File: src/rtl/contador_pkg.sv
// contador_pkg: shared state encoding and default widths for the contador sequencer
package contador_pkg;
  localparam int DEF_WIDTH = 3;
  localparam int DEF_PASS_W = 4;
  typedef enum logic [2:0] {IDLE, CLEAR, UP, DOWN, DONE} state_t;
endpackage

File: src/rtl/contador_seq_check.sv
// contador_seq_check: shadow of the expected counter value; mis flags divergence of cnt_q in UP/DOWN
// ports: clk, rst (sync high); st controller state; cnt_q observed counter; mis mismatch flag
module contador_seq_check import contador_pkg::*; #(
  parameter int WIDTH = DEF_WIDTH
) (
  input  logic             clk,
  input  logic             rst,
  input  state_t           st,
  input  logic [WIDTH-1:0] cnt_q,
  output logic             mis
);
  logic [WIDTH-1:0] ex;
  logic run;
  assign run = st == UP || st == DOWN;
  always_ff @(posedge clk)
    ex <= (rst || !run) ? '0 : st == UP ? ex + WIDTH'(1) : ex - WIDTH'(1);
  assign mis = run && cnt_q != ex;
endmodule

File: src/rtl/contador_sequenciador.sv
// contador_sequenciador: drives the contador counter through target-high ping-pong sweeps
// ports: clk, rst (sync high); start/target/passes host command; cnt_q counter value;
//   cnt_rst/cnt_w counter drive; busy/done/err status; pass_cnt completed passes.
// CONTADOR_SEQ_CHECK_EN adds an expected-value tracker that aborts the run on divergence.
module contador_sequenciador import contador_pkg::*; #(
  parameter int WIDTH  = DEF_WIDTH,
  parameter int PASS_W = DEF_PASS_W
) (
  input  logic              clk,
  input  logic              rst,
  input  logic              start,
  input  logic [WIDTH-1:0]  target,
  input  logic [PASS_W-1:0] passes,
  input  logic [WIDTH-1:0]  cnt_q,
  output logic              cnt_rst,
  output logic              cnt_w,
  output logic              busy,
  output logic              done,
  output logic              err,
  output logic [PASS_W-1:0] pass_cnt
);
  state_t st;
  logic [WIDTH-1:0] tgt;
  logic [PASS_W-1:0] npas, pnext;
  logic mis;
  assign pnext = pass_cnt + PASS_W'(1);
`ifdef CONTADOR_SEQ_CHECK_EN
  contador_seq_check #(.WIDTH(WIDTH)) u_chk (
    .clk   (clk),
    .rst   (rst),
    .st    (st),
    .cnt_q (cnt_q),
    .mis   (mis)
  );
`else
  assign mis = 1'b0;
`endif
  // decisions look at pre-edge cnt_q so the turn happens on the edge that reaches the peak or 0
  always_ff @(posedge clk) begin
    if (rst) begin
      st       <= IDLE;
      cnt_rst  <= 1'b1;
      cnt_w    <= 1'b0;
      busy     <= 1'b0;
      done     <= 1'b0;
      err      <= 1'b0;
      pass_cnt <= '0;
      tgt      <= '0;
      npas     <= '0;
    end else begin
      done <= 1'b0;
      err  <= 1'b0;
      if (mis) begin
        st      <= IDLE;
        cnt_rst <= 1'b1;
        cnt_w   <= 1'b0;
        busy    <= 1'b0;
        err     <= 1'b1;
      end else begin
        case (st)
          IDLE:
            if (start) begin
              if (target != '0 && passes != '0) begin
                tgt      <= target;
                npas     <= passes;
                pass_cnt <= '0;
                busy     <= 1'b1;
                st       <= CLEAR;
              end else err <= 1'b1;
            end
          CLEAR: begin
            st      <= UP;
            cnt_rst <= 1'b0;
            cnt_w   <= 1'b1;
          end
          UP:
            if (cnt_q == tgt - WIDTH'(1)) begin
              st    <= DOWN;
              cnt_w <= 1'b0;
            end
          DOWN:
            if (cnt_q == WIDTH'(1)) begin
              pass_cnt <= pnext;
              if (pnext == npas) begin
                st      <= DONE;
                cnt_rst <= 1'b1;
                busy    <= 1'b0;
                done    <= 1'b1;
              end else begin
                st    <= UP;
                cnt_w <= 1'b1;
              end
            end
          DONE: st <= IDLE;
          default: begin
            st      <= IDLE;
            cnt_rst <= 1'b1;
            cnt_w   <= 1'b0;
            busy    <= 1'b0;
          end
        endcase
      end
    end
  end
endmodule
File: config.mk
export PLATFORM = sky130hd
export DESIGN_NAME = contador_sequenciador
export DESIGN_NICKNAME = d
export VERILOG_FILES = /design/src/rtl/contador_pkg.sv /design/src/rtl/contador_seq_check.sv /design/src/rtl/contador_sequenciador.sv
export SDC_FILE = /design/constraint.sdc
export NUM_CORES = 1
export LEC_CHECK = 0
export CORE_MARGIN = 2
export CORE_UTILIZATION = 41
export CTS_CLUSTER_SIZE = 30
export DETAILED_ROUTE_END_ITERATION = 6
export HOLD_SLACK_MARGIN = 0.12
export PLACE_DENSITY = 0.76
export SKIP_CTS_REPAIR_TIMING = 1
export SYNTH_ARGS = -nofsm -noshare
export SYNTH_HDL_FRONTEND = slang
export SYNTH_SLANG_ARGS = --single-unit
File: constraint.sdc
create_clock -name clk -period 1.7 [get_ports clk]
set_input_delay 0.34 -clock clk [delete_from_list [all_inputs] [get_ports clk]]
set_output_delay 0.34 -clock clk [all_outputs]
set_load 0.02 [all_outputs]
# Word-level counts from Yosys, hierarchy flattened

Index checks and enable logic that the tools add are counted.

Bitwise operators: 7
Equality and inequality tests: 13
Reduce and logical (&&, ||, !) cells: 16
Add/sub/neg operators: 2
Multiplexer cells: 24

Operators with widths:

| cell                                                                  | number |
|---|---|
| 3-bit two-way mux                                                     | 5 |
| 4-bit two-way mux                                                     | 3 |
| 2-bit != test, second input constant                                  | 6 |
| 3-bit one-hot mux with 4 select lines                                 | 1 |
| 4-bit AND reduction                                                   | 3 |
| 3-bit OR reduction                                                    | 4 |
| 1-bit two-way mux                                                     | 11 |
| 4-bit one-hot mux with 2 select lines                                 | 1 |
| 1-bit NOT                                                             | 7 |
| 3-bit by 1-bit equality test with 1-bit output, second input constant | 2 |
| 3-bit by 2-bit equality test with 1-bit output, second input constant | 2 |
| 1-bit one-hot mux with 3 select lines                                 | 2 |
| 3-bit AND reduction                                                   | 2 |
| 5-bit AND reduction                                                   | 1 |
| 4-bit by 1-bit adder with 4-bit output, second input constant         | 1 |
| 4-bit equality test                                                   | 1 |
| 1-bit one-hot mux with 4 select lines                                 | 1 |
| 4-bit nonzero test                                                    | 1 |
| 3-bit equality test                                                   | 1 |
| 3-bit equality test, second input constant                            | 1 |
| 3-bit zero test                                                       | 1 |
| 3-bit nonzero test                                                    | 1 |
| 3-bit by 1-bit subtractor with 3-bit output, second input constant    | 1 |
| 2-bit nonzero test                                                    | 1 |
| other kinds (2)                                                       | 2 |

Output and inout port bits: 9
Bits of input ports: 13
Register bits: 19
Logic and storage cells: 71

# Depth between registers and ports, before layout

Depth in word-level cells: 5
Gate-level depth with buffers: 6
Depth with buffers taken out: 6

# Worst setup path after synthesis

Ideal clock, no wire load.

Path type: input port to flip-flop
Start: input port passes[0]
End: register pass_cnt[0]
Path slack: -0.059 ns
Data required time: 1.612 ns
Buffers on the path: 1
Stages: 5
Data arrival time: 1.671 ns
Setup time: 0.088 ns
Path through: or4_4 and3_1 buf_6 or2_4 a311oi_2

Cells in the longest elaborated chain, start to end: 4

Ends and longest elaborated chain:

| what                          | line                        | RTL |
|---|---|---|
| start: declaration            | contador_sequenciador.sv:13 | `input logic [PASS_W-1:0] passes,` |
| 4-bit nonzero test            | contador_sequenciador.sv:63 | `if (target != '0 && passes != '0) begin` |
| 1-bit logical AND             | contador_sequenciador.sv:63 |  |
| 2-bit != test (no line)       | --                          |  |
| 4-bit AND reduction (no line) | --                          |  |
| end signal: assignment        | contador_sequenciador.sv:83 | `pass_cnt <= pnext;` |
| end: declaration              | contador_sequenciador.sv:20 | `output logic [PASS_W-1:0] pass_cnt` |

Every way passes these cells.
A chain may end at the register's enable or synchronous reset.

# Final worst setup path

Start: input port cnt_q[2]
End: register pass_cnt[3]

Cells in the longest elaborated chain, start to end: 3

Ends and longest elaborated chain:

| what                                           | line                        | RTL |
|---|---|---|
| start: declaration                             | contador_sequenciador.sv:14 | `input logic [WIDTH-1:0] cnt_q,` |
| 3-bit by 1-bit equality test with 1-bit output | contador_sequenciador.sv:82 | `if (cnt_q == WIDTH'(1)) begin` |
| 2-bit != test (no line)                        | --                          |  |
| 4-bit AND reduction (no line)                  | --                          |  |

Every way passes these cells.

==> results.yml <==
status:
  status: "complete, but fails checks"
  failed_checks: "setup timing"
power_and_ir_drop:
  power.net_switching_uw: 281
  pwr-share-clk_pct: 23.9
  p_comb_share_pct: 25.6
  power_density_nw_per_um2: 670
  seqPwrFrac_pct: 50.5
  intPower_uw: 701
  p_sw_share_pct: 28.6
  ir_drop_v: 0.000447
  p_leak_uw: 0.000679
logic_synthesis:
  yosys.area.top_type: "dfxtp_1"
  syn_nets: 124
  synth_cell_types: 40
  synth-edff-count: 0
  synthFlopType: "dfxtp_1"
  synth-seq-cells: 19
  ys_seq_area_share_pct: 36.9
  yosysTopAreaCellShare_pct: 36.9
  synthCells: 109
  syn_avg_cell_area_um2: 9.45
  async_reset_ff_share_pct: 0
  synth.top_cells.by_area: "dfxtp_1, mux2i_1, a311oi_2, nor2_1, xnor3_1"
  syn_area_um2: 1030
  yosys_warnings: 0
worst_setup_path:
  path_class: "input pin to flop"
  crit_chain: "clkdlybuf4s50_1 -> or3b_4 -> nor3_2 -> buf_4 -> a41oi_1 -> a311oi_2"
  cp_slowest_cell: "clkdlybuf4s50_1"
  worst_ep_required_time_ns: 1.93
  path_depth: 6
  arrival_ns: 1.93
  r2r_end: "st[0]$_SDFFE_PP0P_"
  critPathBufInv: 2
  setup.worst_path.end_class: "flop"
  startpoint_type: "input pin"
  cp_slowest_stage_delay_ns: 0.42
  crit_fanout: 4
  worstReg2RegStart: "tgt[0]$_SDFFE_PP0P_"
  worstRegToRegCells: 6
  r2r_slack_ns: 0.12
  crit_start: "cnt_q[2]"
  cp_top_family: "simple AND/OR/NAND/NOR gates"
placement:
  io_buffers: 21
  globalplace.congestion: 0.845
  place_inst: 175
  dp_hpwl_um: 1810
sta:
  hold_ws_ns: 0.314
  post-route-period-util_pct: 100
  max_freq_ghz: 0.587
  final-hold-violation-count: 0
  worst_slack_ns: -0.00274
  fin_skew_ns: 0.00413
  grt_setup_unrepaired: "yes"
  finalMaxSlewViolations: 0
  setup_violations: 1
  fin_crit_ns: 1.70
  worst_pin_slew_ns: 0.362
  slew_headroom_pct: 75.7
grt:
  grt_max_degree: 19
  grt_pass1_vias: 861
  antenna_found_initial: 0
  grt.overflow.total: 0
  grt_pass1_wl_um: 3660
  grt_usage_pct: 17.6
die:
  coreArea_um2: 2430
  std_cell_rows: 18
  fp.dieW_um: 54.1
  die_h_um: 54.1
  die_area_um2: 2930
  start_util_pct: 42.3
  io_pins: 22
routing:
  routedWlPerCell_um: 13.4
  drt_iter0_markers: 12
  routed_wl_um: 2400
  route.detailed.drc: 0
  dr_total_vias: 965
  drtPass1Iterations: 4
  ant_nets: 0
  via_per_inst: 5.39
clocking:
  cts-htree-levels: 1
  clkSlewWorstSetupHoldPaths_ns: 0.11
  worstSkewPairLatency_ns: 0.30
  cts_root_buffer: "clkbuf_4"
  cts_tree: "built"
  clock-sinks: 19
  numCtsBuffers: 3
  cts_buffer_depth: 2
finish:
  fin_nets: 165
  instances_no_fill: 179
  antenna_cells: 0
  syn_to_final_growth_pct: 42.4
  drive_gt1_share_pct: 24.8
  fin_util_pct: 60.3
min_path:
  min_from: "passes[1]"
  hold_depth: 3
  hold_end: "npas[1]$_SDFFE_PP0P_"
  hp-class: "input pin to flop"
run:
  cap_violations: 0
[routing by layer]
metal,GRT usage [%],part of all wire (%)
met1,21.0,44
met2,29.9,50
met4,9.17,2.5
met5,0,0
met3,3.33,3.2
[layout make-up]
class	count	area, um2
clock inverter	1	5.00
inverter	3	11.3
multi-input combinational	81	622
tap	30	37.5
sequential	19	380
clock buffer	3	22.5
fill	215	966
timing repair buffer	42	388
[how the worst max path moves through the flow]
stage	to	slack, ns
after floorplan	pass_cnt[3]$_SDFFE_PP0P_	-0.009
after global placement	pass_cnt[3]$_SDFFE_PP0P_	-0.34
after detailed placement	pass_cnt[3]$_SDFFE_PP0P_	-0.42
after CTS	pass_cnt[3]$_SDFFE_PP0P_	-0.10
after global routing	pass_cnt[3]$_SDFFE_PP0P_	-0.04
final	pass_cnt[3]$_SDFFE_PP0P_	-0.003
[state kept, by name (all words and copies together), names as in the netlist]
signal    cells
err           1
done          1
busy          1
cnt_rst       1
cnt_w         1
npas          4
st            3
pass_cnt      4
tgt           3
[per-stage QoR]
| step | total power, uW | worst slack, ns | area [um2] | setup TNS (ns) |
|---|---|---|---|---|
| floorplan | 654 | -0.00923 | 1030 | -0.0276 |
| global placement | 747 | -0.343 | 1400 | -4.30 |
| detailed placement | 755 | -0.418 | 1400 | -4.84 |
| CTS | 983 | -0.103 | 1430 | -0.323 |
| global route | 1030 | -0.0431 | 1470 | -0.0644 |
| finish | 983 | -0.00274 | 1470 | -0.00274 |
[power groups by stage]
stage	Sequential, uW	Combinational (uW)	Clock [uW]
2_1_floorplan	507	147	0
3_3_place_gp	504	242	0
3_5_place_dp	506	249	0
4_1_cts	496	249	238
5_1_grt	500	273	257
6_report	496	251	235
[cell families (layout without fill, tap and decap cells)]
group,Yosys count,in the layout,share of synthesized area (%)
and+or+nand+nor,41,41,22.8
AOI/OAI and AO/OA,23,23,16.6
DFF,19,19,36.9
buffers and inverters,9,49,4.86
xor gates and xnor gates,8,8,9.48
muxes,7,7,6.80
adders and majority gates,2,2,2.43
[placed cells by master, fill, tap and decap left out, types with 3 or more instances in the layout]
master            n
buf_4            21
dfxtp_1          19
clkdlybuf4s50_1  13
nor2_1           12
dlymetal6s2s_1    8
a21oi_1           7
mux2i_1           7
nand2_1           6
xor2_1            4
o21ai_0           3
a311oi_2          3
clkbuf_4          3
[tightest hold or removal path, stage by stage]
cell and delay, ns:
dlymetal6s2s_1 0.10, mux2i_1 0.07, nor2_1 0.07
[synth_stat cells, types with 2 or more instances]
library cell	number
dfxtp_1	19
nor2_1	12
a21oi_1	7
mux2i_1	7
nand2_1	6
nor3_1	4
xor2_1	4
a311oi_2	3
nand3_1	3
o21ai_0	3
a31oi_1	2
buf_4	2
clkbuf_1	2
ha_1	2
inv_1	2
nand4_1	2
nor3b_1	2
nor4b_1	2
or3b_1	2
xnor2_1	2
xnor3_1	2
Power figures use the tool's default switching activity.
